[config.mk]
export PLATFORM = sky130hd
export DESIGN_NAME = hart_mem_arbiter
export DESIGN_NICKNAME = d
export VERILOG_FILES = /design/src/rtl/hart_mem_arbiter.sv
export SDC_FILE = /design/constraint.sdc
export NUM_CORES = 1
export LEC_CHECK = 0
export ABC_CLOCK_PERIOD_IN_PS = 4600
export CORE_MARGIN = 1
export CORE_UTILIZATION = 43
export DETAILED_ROUTE_END_ITERATION = 10
export PLACE_DENSITY = 0.91
export SYNTH_ARGS = -nofsm -noshare
export SYNTH_HDL_FRONTEND = slang
export SYNTH_SLANG_ARGS = --single-unit
[constraint.sdc]
create_clock -name clk -period 4.6 [get_ports clk]
set_clock_uncertainty 0.05 [all_clocks]
set_input_delay 0.46 -clock clk [delete_from_list [all_inputs] [get_ports clk]]
set_output_delay 0.46 -clock clk [all_outputs]
set_load 0.005 [all_outputs]
[src/rtl/hart_mem_arbiter.sv]
// hart_mem_arbiter
//   Shares one downstream memory port between the hart's instruction-fetch
//   (i_*) and data-access (d_*) requesters. A request sampled in IDLE is
//   latched and driven on the m_* port until m_ack or until TIMEOUT cycles
//   pass. A one-cycle ack with read data and error flag then goes back to
//   the winning requester. Contention is resolved round-robin. After reset,
//   the data side wins the first contended cycle.
//
// Parameters
//   TIMEOUT   cycles m_req may stay unacknowledged before the access is
//             aborted with an error response (legal range 1..65535)
//
// Ports
//   clk                          sole clock, rising edge
//   rst                          asynchronous active-low reset
//   i_req/i_addr                 fetch request and address, held until i_ack
//   i_ack/i_rdata/i_err          fetch completion pulse, data, timeout flag
//   d_req/d_addr/d_rmask/
//   d_wmask/d_wdata              data request and access fields, held until d_ack
//   d_ack/d_rdata/d_err          data completion pulse, data, timeout flag
//   m_req/m_addr/m_rmask/
//   m_wmask/m_wdata              shared-port request and latched access fields
//   m_ack/m_rdata                memory completion and same-cycle read data
//
// All outputs come straight from registers.
module hart_mem_arbiter #(
  parameter int unsigned TIMEOUT = 255
) (
  input  logic        clk,
  input  logic        rst,
  input  logic        i_req,
  input  logic [31:0] i_addr,
  output logic        i_ack,
  output logic [31:0] i_rdata,
  output logic        i_err,
  input  logic        d_req,
  input  logic [31:0] d_addr,
  input  logic [3:0]  d_rmask,
  input  logic [3:0]  d_wmask,
  input  logic [31:0] d_wdata,
  output logic        d_ack,
  output logic [31:0] d_rdata,
  output logic        d_err,
  output logic        m_req,
  output logic [31:0] m_addr,
  output logic [3:0]  m_rmask,
  output logic [3:0]  m_wmask,
  output logic [31:0] m_wdata,
  input  logic        m_ack,
  input  logic [31:0] m_rdata
);

  typedef enum logic [1:0] {
    IDLE,
    BUSY,
    RESP
  } state_t;

  localparam logic [15:0] WaitLast = 16'(TIMEOUT - 1);

  state_t      state_q, state_d;
  logic        last_d_q, last_d_d;   // 1: data side won the previous grant
  logic        gnt_d_q, gnt_d_d;     // 1: current access belongs to data side
  logic [15:0] wait_cnt_q, wait_cnt_d;
  logic        m_req_q, m_req_d;
  logic [31:0] m_addr_q, m_addr_d;
  logic [3:0]  m_rmask_q, m_rmask_d;
  logic [3:0]  m_wmask_q, m_wmask_d;
  logic [31:0] m_wdata_q, m_wdata_d;
  logic [31:0] rdata_q, rdata_d;
  logic        err_q, err_d;
  logic        i_ack_q, i_ack_d;
  logic        d_ack_q, d_ack_d;
  logic        take_d;

  always_comb begin
    state_d    = state_q;
    last_d_d   = last_d_q;
    gnt_d_d    = gnt_d_q;
    wait_cnt_d = wait_cnt_q;
    m_req_d    = m_req_q;
    m_addr_d   = m_addr_q;
    m_rmask_d  = m_rmask_q;
    m_wmask_d  = m_wmask_q;
    m_wdata_d  = m_wdata_q;
    rdata_d    = rdata_q;
    err_d      = err_q;
    i_ack_d    = 1'b0;
    d_ack_d    = 1'b0;
    // Data wins when it is the only requester, or on contention when fetch
    // had the previous grant.
    take_d     = d_req && (!i_req || !last_d_q);

    unique case (state_q)
      IDLE: begin
        if (i_req || d_req) begin
          gnt_d_d    = take_d;
          last_d_d   = take_d;
          m_req_d    = 1'b1;
          wait_cnt_d = '0;
          state_d    = BUSY;
          if (take_d) begin
            m_addr_d  = d_addr;
            m_rmask_d = d_rmask;
            m_wmask_d = d_wmask;
            m_wdata_d = d_wdata;
          end else begin
            m_addr_d  = i_addr;
            m_rmask_d = '1;
            m_wmask_d = '0;
            m_wdata_d = '0;
          end
        end
      end
      BUSY: begin
        // m_ack takes priority over a timeout landing in the same cycle.
        if (m_ack) begin
          m_req_d = 1'b0;
          rdata_d = m_rdata;
          err_d   = 1'b0;
          i_ack_d = !gnt_d_q;
          d_ack_d = gnt_d_q;
          state_d = RESP;
        end else if (wait_cnt_q == WaitLast) begin
          m_req_d = 1'b0;
          rdata_d = '0;
          err_d   = 1'b1;
          i_ack_d = !gnt_d_q;
          d_ack_d = gnt_d_q;
          state_d = RESP;
        end else begin
          wait_cnt_d = wait_cnt_q + 16'd1;
        end
      end
      RESP: begin
        wait_cnt_d = '0;
        state_d    = IDLE;
      end
      default: state_d = IDLE;
    endcase
  end

  always_ff @(posedge clk or negedge rst) begin
    if (!rst) begin
      state_q    <= IDLE;
      last_d_q   <= 1'b0;
      gnt_d_q    <= 1'b0;
      wait_cnt_q <= '0;
      m_req_q    <= 1'b0;
      m_addr_q   <= '0;
      m_rmask_q  <= '0;
      m_wmask_q  <= '0;
      m_wdata_q  <= '0;
      rdata_q    <= '0;
      err_q      <= 1'b0;
      i_ack_q    <= 1'b0;
      d_ack_q    <= 1'b0;
    end else begin
      state_q    <= state_d;
      last_d_q   <= last_d_d;
      gnt_d_q    <= gnt_d_d;
      wait_cnt_q <= wait_cnt_d;
      m_req_q    <= m_req_d;
      m_addr_q   <= m_addr_d;
      m_rmask_q  <= m_rmask_d;
      m_wmask_q  <= m_wmask_d;
      m_wdata_q  <= m_wdata_d;
      rdata_q    <= rdata_d;
      err_q      <= err_d;
      i_ack_q    <= i_ack_d;
      d_ack_q    <= d_ack_d;
    end
  end

  // One response register serves both sides; it is only meaningful with
  // the matching ack.
  assign i_ack   = i_ack_q;
  assign d_ack   = d_ack_q;
  assign i_rdata = rdata_q;
  assign d_rdata = rdata_q;
  assign i_err   = err_q;
  assign d_err   = err_q;
  assign m_req   = m_req_q;
  assign m_addr  = m_addr_q;
  assign m_rmask = m_rmask_q;
  assign m_wmask = m_wmask_q;
  assign m_wdata = m_wdata_q;

endmodule

Word level (Yosys, flattened, before mapping)
Index checks and enable logic that the tools add are counted.
{ "word_totals": {"register_bits": 127, "in_bits": 141, "output_inout_bits": 141, "word_cells": 60} }
{ "op_classes": {"add_sub_neg": 1, "eq_ne": 7, "mux": 26, "reduce_logical": 14} }
{ "ops": {"columns": ["operator", "count"], "rows": [
  ["32-bit two-way mux", 4],
  ["16-bit two-way mux", 3],
  ["16-bit one-hot mux with 3 select lines", 1],
  ["16-bit by 1-bit adder with 16-bit output (second input constant)", 1],
  ["16-bit by 8-bit equality test with 1-bit output (second input constant)", 1],
  ["1-bit two-way mux", 11],
  ["4-bit two-way mux", 2],
  ["2-bit two-way mux", 3],
  ["2-bit != test (second input constant)", 3],
  ["2-bit AND reduction", 3],
  ["2-bit one-hot mux with 2 select lines", 1],
  ["4-bit AND reduction", 1],
  ["2-bit nonzero test", 2],
  ["3-bit != test (second input constant)", 1],
  ["3-bit AND reduction", 1],
  ["3-bit nonzero test", 1],
  ["2-bit by 1-bit equality test with 1-bit output (second input constant)", 1],
  ["2-bit equality test (second input constant)", 1],
  ["1-bit zero test", 2],
  ["2-bit zero test", 1],
  ["1-bit logical OR", 2],
  ["1-bit one-hot mux with 2 select lines", 1],
  ["1-bit logical AND", 1]
]} }

Depth between registers and ports, before layout
Gate-level depths: netlist of the first run.
{ "depth": {"depth_word": 4, "depth_mapped": 7, "mapped_depth_nobuf": 6} }

Least setup slack after synthesis of the first run
Ideal clock, no wire load.
{ "synth_timing": {"path_kind": "reg-to-reg", "startpoint": "register wait_cnt_q[0]", "endpoint": "register rdata_q[25] (netlist: d_rdata[25])", "setup_time_ns": 0.121, "arrival_ns": 2.006, "t_required_ns": 4.429, "setup_slack_ns": 2.423, "path_stages_with_launch": 8, "path_buffers": 1, "synth_period_minus_slack_ns": 2.177, "cell_sequence": "dfrtp_1 -> inv_1 -> ha_1 -> or4b_4 -> nor4_4 -> o21ai_4 -> buf_6 -> a22o_1"} }
{ "synth_between": {"elab_chain_len": 3} }
{ "synth_lines": {"columns": ["item", "line", "source"], "rows": [
  ["start, declared", "64", "logic [15:0] wait_cnt_q, wait_cnt_d;"],
  ["start signal, assigned", "162", "wait_cnt_q <= wait_cnt_d;"],
  ["16-bit by 8-bit equality test with 1-bit output", "124", "end else if (wait_cnt_q == WaitLast) begin"],
  ["2-bit nonzero test (no source line)", null, null],
  ["2-bit AND reduction (no source line)", null, null],
  ["end signal, assigned", "168", "rdata_q <= rdata_d;"],
  ["end, declared", "70", "logic [31:0] rdata_q, rdata_d;"]
]} }
Every way passes these cells.
A chain may end at the register's enable or synchronous reset.

Final worst setup path of the first run
{ "layout_timing": {"startpoint": "register state_q[0]", "endpoint": "register rdata_q[11] (netlist: d_rdata[11])"} }
{ "layout_between": {"elab_chain_len": 2} }
{ "layout_lines": {"columns": ["item", "line", "source"], "rows": [
  ["start, declared", "61", "state_t state_q, state_d;"],
  ["start signal, assigned", "159", "state_q <= state_d;"],
  ["2-bit by 1-bit equality test with 1-bit output", "94", "unique case (state_q)"],
  ["2-bit AND reduction (no source line)", null, null]
]} }
Every way passes these cells.

==> results of run 1 <==
## cell usage in the layout (no fill, tap or decap), types with 3 or more instances in the layout
| master | n |
|---|---|
| a21oi_1 | 7 |
| a221oi_1 | 3 |
| a22o_1 | 68 |
| a31oi_1 | 7 |
| and2_1 | 3 |
| buf_4 | 7 |
| clkbuf_16 | 17 |
| clkdlybuf4s50_1 | 280 |
| clkinv_2 | 4 |
| clkinv_4 | 3 |
| dfrtp_1 | 127 |
| inv_1 | 3 |
| mux2i_1 | 35 |
| nand2_1 | 39 |
| nand3_1 | 7 |
| nand3b_1 | 3 |
| nand4_1 | 8 |
| nor2_1 | 8 |
| o21ai_0 | 34 |
| o21ai_1 | 7 |
| o22a_1 | 4 |
| o31ai_1 | 11 |
| or4_1 | 4 |
## Yosys cell counts (2+ instances only)
library cell / count / area, sq um
a31oi_1: 7 / 43.8
nor4_4: 2 / 42.5
o41ai_1: 2 / 17.5
o31ai_1: 11 / 82.6
clkbuf_1: 24 / 90.1
nand3b_1: 3 / 22.5
inv_1: 3 / 11.3
nor3_1: 2 / 10.0
o22a_1: 4 / 35.0
or4b_4: 2 / 27.5
and4_1: 2 / 17.5
dfrtp_1: 127 / 3180
nor2_1: 8 / 30.0
nand4_1: 8 / 50.1
buf_1: 2 / 7.51
a22o_1: 68 / 596
and3_1: 2 / 12.5
o21ai_1: 7 / 35.0
mux2i_1: 35 / 350
o21ai_0: 35 / 175
buf_2: 6 / 30.0
a21oi_1: 7 / 35.0
or4_1: 4 / 30.0
and2_1: 3 / 18.8
ha_1: 2 / 25.0
buf_4: 33 / 248
nand3_1: 7 / 35.0
nand2_1: 39 / 146
buf_6: 3 / 33.8
a221oi_1: 3 / 26.3
## layer usage
metal / routed length (um) / GRT usage (%) / up-vias
li1: - / - / 2213
met1: 6110 / 26.8 / 2299
met2: 8360 / 41.8 / 223
met3: 1250 / 9.10 / 33
met4: 320 / 8.72 / 0
met5: 0 / 0 / -
## path summary, 6_finish.rpt
path | endpoint | slack [ps]
worst max-delay path | d_rdata[11] | 1950
worst min-delay path | m_addr[20] | 430
worst max register to register | d_rdata[11] | 1950
worst min register to register | m_addr[20] | 430
max in group asynchronous | m_addr[27] | 3080
min in group asynchronous | i_ack | 460
## cell families (layout without fill, tap and decap cells)
kind of cell             count (synthesis)  count (layout)
AO/OA/AOI/OAI                          151             151
adder cells (fa/ha/maj)                  2               2
flip-flops                             127             127
buffers and inverters                   72             324
multiplexers                            35              35
AND/OR/NAND/NOR                         88              88
## layout make-up
type	count	area share, %
Clock buffer	19	5.00
Clock inverter	13	1.57
Sequential cell	127	35.9
Tap cell	172	2.43
Multi-Input combinational cell	276	22.5
Timing Repair Buffer	288	32.4
Inverter	4	0.170
## sequential cells by signal, indices dropped and copies added (netlist names)
signal      count
m_addr         32
d_ack           1
wait_cnt_q     16
d_err           1
i_ack           1
gnt_d_q         1
state_q         2
m_req           1
m_wdata        32
d_rdata        32
m_rmask         4
m_wmask         4
## critical path, cell delays in order, from the launching register on
cell,delay [ps]
dfrtp_1,510
nor2b_1,700
and2_1,1040
a22o_1,270
## per-stage QoR
| stage | total power, uW | instance area (sq um) | utilization [%] | setup slack, ps | std cells |
|---|---|---|---|---|---|
| after floorplan | 2900 | 5570 | - | 2420 | 475 |
| after global placement | 4160 | 8260 | 65.4 | 1740 | 866 |
| after detailed placement | 4250 | 8260 | 65.4 | 1620 | 866 |
| after CTS | 5610 | 8850 | 70.1 | 1960 | 899 |
| after global routing | 5880 | 8850 | 70.1 | 1750 | 899 |
| final | 5550 | 8850 | 70.1 | 1950 | 899 |
## repair_timing
| action | CTS | global route |
|---|---|---|
| endpoints found under the setup margin | 0 | 0 |
| hold buffers | 1 | 0 |
| endpoints found under the hold margin | 26 | 0 |
## where the power goes
group	switching, uW	leakage [uW]	internal (uW)	total (uW)
registers	337	0.00161	1580	1920
logic	879	0.00189	1440	2320
clock network	499	0.000283	812	1310
total	1720	0.00378	3830	5550
==> impl_metrics.toml, run 1 <==
[timing]
hold_viol = 0
rsz0062_at_grt = "no"
worst_pin_slew_ps = 1250
fin_tns_setup_ps = 0
fmaxAchievable_mhz = 377
setup_viol = 0
period_share_pct = 57.7
maxSlewHeadroom_pct = 16.7
whs_ps = 426
period_needed_ps = 2650
drv_slew = 0

[clock_tree]
cts-root-buf = "clkbuf_16"
ctsResizeCount = 0
cts_sinks = 127
path_clk_slew_ps = 60
post_cts_buffers = 0
insertion_delay_ps = 410
cts_tree = "done"
h-tree-depth = 4
tritoncts.num_buffers = 17
clock_path_buffers = 2

[yosys]
syn_avg_cell_area_sq_um = 11.7
synth_top_family_by_area = "compound AO/OA/AOI/OAI gates"
seq_area_frac_synth_pct = 57.0
yosys.area_share.xor_xnor_pct = 0
synthArstFlopShare_pct = 100
yosys.cell_types.count = 44
syn_nets = 618
ys.flop_type = "dfrtp_1"
synth_mux_area_share_pct = 6.29
syn_area_sq_um = 5570
ys_warn_count = 0
ys_seq_elements = 127
synth_compound_area_share_pct = 19.9
netlist_instances = 475
yosys.area_share.simple_pct = 8.73
synth_edf_count = 0
synthAdderAreaFrac_pct = 0.449

[global_route]
grt_pass1_vias = 4823
grt_max_degree = 102
grt_pass1_wl_um = 24400
antenna_found_initial = 0
grt_overflow = 0
track_usage_pct = 24.0

[status]
status = "finished, final reports clean"

[power_and_ir_drop]
p_per_area_nw_per_um2 = 627
vdd_drop_max_uv = 341
p_leak_uw = 0.00378

[detailed_routing]
antenna_left = 0
drt_iter0_drc = 194
routed_wl_um = 16000
num_vias = 4768
dr.pass1.iters = 4
wl_per_cell_um = 17.8
viasPerCell = 5.30
drc = 0

[die]
dieArea_sq_um = 13400
core-area_sq_um = 12600
die_w_um = 116
start_util_pct = 44.2
die_height_um = 116
ios = 282
std_cell_rows = 41

[cells_and_area]
nets = 857
area_growth_pct = 58.8
drive_gt1_share_pct = 6.33
regArea_sq_um = 3180
multi_input_area_sq_um = 1990
fillers = 898
diodes = 0

[setup_path]
worstReg2RegStart = "state_q[0]"
required_ps = 4890
crit_type = "reg2reg"
rr_worst_depth = 3
arrival_ps = 2950
worstSetupStartpointType = "flop"
crit_start = "state_q[0]"
cp_max_fo = 33
endpoint_kind = "flop"

[placement]
gp_congestion = 0.889
portBuffers = 281
dp_hpwl_um = 11400

[hold_path]
hold_depth = 2
hold_class = "reg2reg"
hold_start = "m_addr[20]"

[run]
maxCapViolCount = 0
No activity file was read; power rests on OpenSTA's default activity.
==> run 2, diff against run 1 <==
Settings changed: ABC_CLOCK_PERIOD_IN_PS 4600 to 2400, CORE_UTILIZATION 43 to 36, PLACE_DENSITY 0.91 to 0.82.
Clock period 4.6 ns to 2.4 ns, I/O delays scaled along.
==> run 2 against run 1 <==
Effect of this change: cell area up 2.1%; die area grew 19%; sequential share of layout area decreased by 0.73 points; register-to-register slack got worse by 1800 ps; setup slack worse by 1800 ps; largest power group unchanged.
==> impl_metrics.toml, run 2 (synthesis gave the netlist of run 1 again) <==
[clock_tree]
clock_path_buffers = 2
insertion_delay_ps = 410
path_clk_slew_ps = 60
ctsHoldBuffers = 1
cts_sinks = 127
cts-root-buf = "clkbuf_16"
cts_tree = "done"
ctsResizeCount = 0
h-tree-depth = 4
tritoncts.num_buffers = 17
post_cts_buffers = 0

[power_and_ir_drop]
p_per_area_nw_per_um2 = 1200
fin_total_pwr_uw = 10800
vdd_drop_max_uv = 577
p_leak_uw = 0.00386

[cells_and_area]
final_common_cell = "clkdlybuf4s50_1"
drive_gt1_share_pct = 7.86
diodes = 0
final_cell_mix = "clkdlybuf4s50_1, dfrtp_1, a22o_1"
area_growth_pct = 62.0
nets = 868
final_core_util_pct = 59.6

[setup_path]
endpoint_kind = "flop"
path_cells = "inv_1 -> ha_1 -> or4b_4 -> nor4_4 -> o21ai_4 -> a22o_1"
required_ps = 2650
cp_max_fo = 36
arrival_ps = 2490
crit_type = "reg2reg"
crit_family = "simple AND/OR/NAND/NOR gates"
worstReg2RegStart = "wait_cnt_q[0]"
slowest_stage = "or4b_4"
worstSetupStartpointType = "flop"
crit_start = "wait_cnt_q[0]"
critical_path_buf_inv_count = 1
cpPeakStageDelay_ps = 500

[global_route]
grt_max_degree = 102
track_usage_pct = 20.2
antenna_found_initial = 0
grt_pass1_vias = 4745
grt_pass1_wl_um = 25100
grt_overflow = 0

[detailed_routing]
drc = 0
dr.pass1.iters = 4
viasPerCell = 5.18
drt_iter0_drc = 230
num_vias = 4800
wl_per_cell_um = 17.2
routed_wl_um = 15900
antenna_left = 0

[placement]
dp_hpwl_um = 11500
gp_congestion = 0.835
portBuffers = 281

[die]
die_w_um = 126
start_util_pct = 36.8
core-area_sq_um = 15100
die_height_um = 126
dieArea_sq_um = 16000
ios = 282
std_cell_rows = 45

[run]
maxCapViolCount = 0

[timing]
fin_tns_setup_ps = 0
setup_viol = 0
rsz0062_at_grt = "no"
drv_slew = 0
maxSlewHeadroom_pct = 36.4
fmaxAchievable_mhz = 446
worst_pin_slew_ps = 950
period_needed_ps = 2240
hold_viol = 0
period_share_pct = 93.4

[hold_path]
hold_class = "in2reg"
hold_start = "d_wdata[16]"

[status]
status = "finished, final reports clean"
[run 2: cell types whose count changed in the layout (fill, tap and decap cells not counted), sizes merged]
cell      previous run  this run
buf                  7        18
inv                  6        12
clkinv               7         2
clkbuf              19        17
clkinvlp             2         3
[run 2: stage by stage]
step                      instance area (sq um)  worst slack, ps  instances  hold slack [ps]
final                                      9030              158        926              368
after global routing                       9030             31.4        926              360
after CTS                                  9030              138        926              350
after detailed placement                   8420              147        893              314
after global placement                     8420              228        893              304
after floorplan                            5570              223        475             -106
[run 2: metal layers]
| metal | GRT usage (%) | share of wire (%) | routed length [um] |
|---|---|---|---|
| met1 | 24.7 | 41 | 6470 |
| met2 | 32.5 | 49 | 7830 |
| met3 | 6.87 | 7.9 | 1250 |
| met4 | 9.00 | 2.1 | 328 |
| met5 | 0 | 0 | 0 |
[run 2: final cells by class]
type | instances | area (sq um)
flip-flops and latches | 127 | 3180
multi-input cells | 276 | 1990
fillers | 1188 | 6110
clock buffers | 17 | 425
clock inverters | 15 | 174
repair buffers | 299 | 3010
well taps | 188 | 235
inverters | 4 | 15.0
[run 2: worst reg2reg max path: cells and delay by family, from the launching register on]
kind,cells,cell delay (ps)
compound gates,2,650
buf+inv,1,60
flops,1,370
simple gates,2,880
fa+ha+maj,1,130
[run 2: final timing paths]
check	end	slack, ps	cells after the start
worst max-delay path	d_rdata[27]	160	6
worst min-delay path	m_wdata[16]	370	2
worst max register to register	d_rdata[27]	160	6
worst min register to register	m_addr[11]	430	2
max in group asynchronous	d_rdata[30]	1200	3
min in group asynchronous	wait_cnt_q[11]	440	2
[run 2: where the power goes]
part	switching [uW]	internal, uW	total [uW]
registers	616	3030	3640
logic	1700	2850	4550
clock network	1040	1560	2610
==> run 3, diff against run 2 <==
Settings changed: CORE_AREA from default to 2 2 110 112, CORE_MARGIN 1 to default, CORE_UTILIZATION 36 to default, DIE_AREA from default to 0 0 112 114, DONT_BUFFER_PORTS from default to 1, PLACE_DENSITY 0.82 to 0.72.
==> run 3 against run 2 <==
Effect of this change: the flow now finishes with violations (negative hold slack); core utilization rose by 3.0 points; critical path type unchanged; largest power group is now sequential cells; register-to-register slack worse by 110 ps; sequential power up 10%; routed wire length increased by 2.6%.
==> impl_metrics.toml, run 3 (synthesis gave the netlist of run 1 again) <==
[setup_path]
required_ps = 2640
arrival_ps = 2590
timing.rr.end = "d_rdata[13]"
worstReg2RegStart = "wait_cnt_q[0]"
crit_type = "reg2reg"
r2r_slack_ps = 50
worstSetupStartpointType = "flop"
rr_worst_depth = 8
endpoint_kind = "flop"
cp_max_fo = 18

[timing]
whs_ps = -514
setup_viol = 0
rsz0062_at_grt = "yes"
maxSlewHeadroom_pct = 44.7
fin_tns_setup_ps = 0
hold_viol = 127
drv_slew = 0
period_needed_ps = 2350
fmaxAchievable_mhz = 425
period_share_pct = 98.1
worst_pin_slew_ps = 830

[global_route]
grt_max_degree = 128
met1_usage_pct = 28.9
grt_pass1_wl_um = 24800
top_usage_layer = "met2"
met2_usage_pct = 42.5
grt_pass1_vias = 4495
grt_overflow = 0
met3_usage_pct = 8.71
track_usage_pct = 25.2
antenna_found_initial = 0

[placement]
portBuffers = 0
dp_hpwl_um = 9530
placed_cell_area_sq_um = 5510
gp_congestion = 0.851

[detailed_routing]
routed_wl_um = 16300
dr.pass1.iters = 5
drc = 0
viasPerCell = 6.10
num_vias = 4434
wl_per_cell_um = 22.4
antenna_left = 0
drt_iter0_drc = 275

[clock_tree]
cts_sinks = 127
insertion_delay_ps = 400
ctsHoldBuffers = 117
cts-root-buf = "clkbuf_16"
clock_path_buffers = 2
path_clk_slew_ps = 50
h-tree-depth = 4
tritoncts.num_buffers = 17
cts_tree = "done"

[hold_path]
hold_class = "in2async"

[die]
std_cell_rows = 40
die_w_um = 112
die_height_um = 114
core-area_sq_um = 11700
ios = 282
start_util_pct = 47.6
dieArea_sq_um = 12800

[cells_and_area]
diodes = 0
area_growth_pct = 31.7
regArea_sq_um = 3180
final_core_util_pct = 62.7
final_common_cell = "dfrtp_1"
multi_input_area_sq_um = 2000
final_cell_mix = "dfrtp_1, dlygate4sd3_1, a22o_1"
finalInstanceArea_sq_um = 7340
fillers = 865
nets = 711
drive_gt1_share_pct = 10.7

[power_and_ir_drop]
fin_total_pwr_uw = 8710
vdd_drop_max_uv = 712
p_leak_uw = 0.00329
p_per_area_nw_per_um2 = 1190

[status]
status = "finished with violations"
failed_checks = "negative hold slack"

[run]
maxCapViolCount = 0
run 3: final cells by class:
cell class	count	area share [%]
clock inverters	9	1.50
repair buffers	141	18.7
well taps	147	2.51
multi-input cells	277	27.3
flip-flops and latches	127	43.3
clock buffers	22	6.46
inverters	4	0.205
run 3: through the flow:
stage                     setup WS (ps)  std cells
after global placement              134        571
after detailed placement           58.4        571
after global routing              -12.7        727
after floorplan                     223        475
after CTS                          49.0        719
final                              45.3        727
run 3: worst max-delay path, cell delays in order (launching register included):
cell	delay [ps]
dfrtp_1	380
inv_1	60
ha_1	130
or4b_4	450
buf_4	170
nor4_4	350
buf_4	200
o21ai_4	150
a22o_1	300
run 3: how the worst max path moves through the flow:
stage / startpoint / end / slack (ps) / cells after the start
floorplan: wait_cnt_q[0] / d_rdata[25] / 220 / 7
global placement: wait_cnt_q[0] / d_rdata[0] / 130 / 7
detailed placement: wait_cnt_q[0] / d_rdata[18] / 60 / 7
CTS: wait_cnt_q[0] / d_rdata[18] / 50 / 7
global route: wait_cnt_q[0] / d_rdata[15] / -10 / 7
finish: wait_cnt_q[0] / d_rdata[13] / 50 / 8
run 3: power by group:
| part | total, uW | switching (uW) | leakage (uW) | internal [uW] |
|---|---|---|---|---|
| Clock | 2500 | 897 | 0.000278 | 1600 |
| Sequential | 4010 | 985 | 0.00161 | 3030 |
| Combinational | 2200 | 1110 | 0.00140 | 1090 |
| Total | 8710 | 2990 | 0.00329 | 5720 |
run 3: timing repair:
action | CTS | global route
buffers inserted | 0 | 7
hold endpoints to repair | 222 | 127
gates resized for setup | 0 | 0
endpoints found under the setup margin | 0 | 37
run 3: layer usage:
layer  vias up  share of wire, %
li1       1921                 -
met2       283                52
met1      2190                36
met4         0               3.7
met5         -                 0
met3        40               8.3
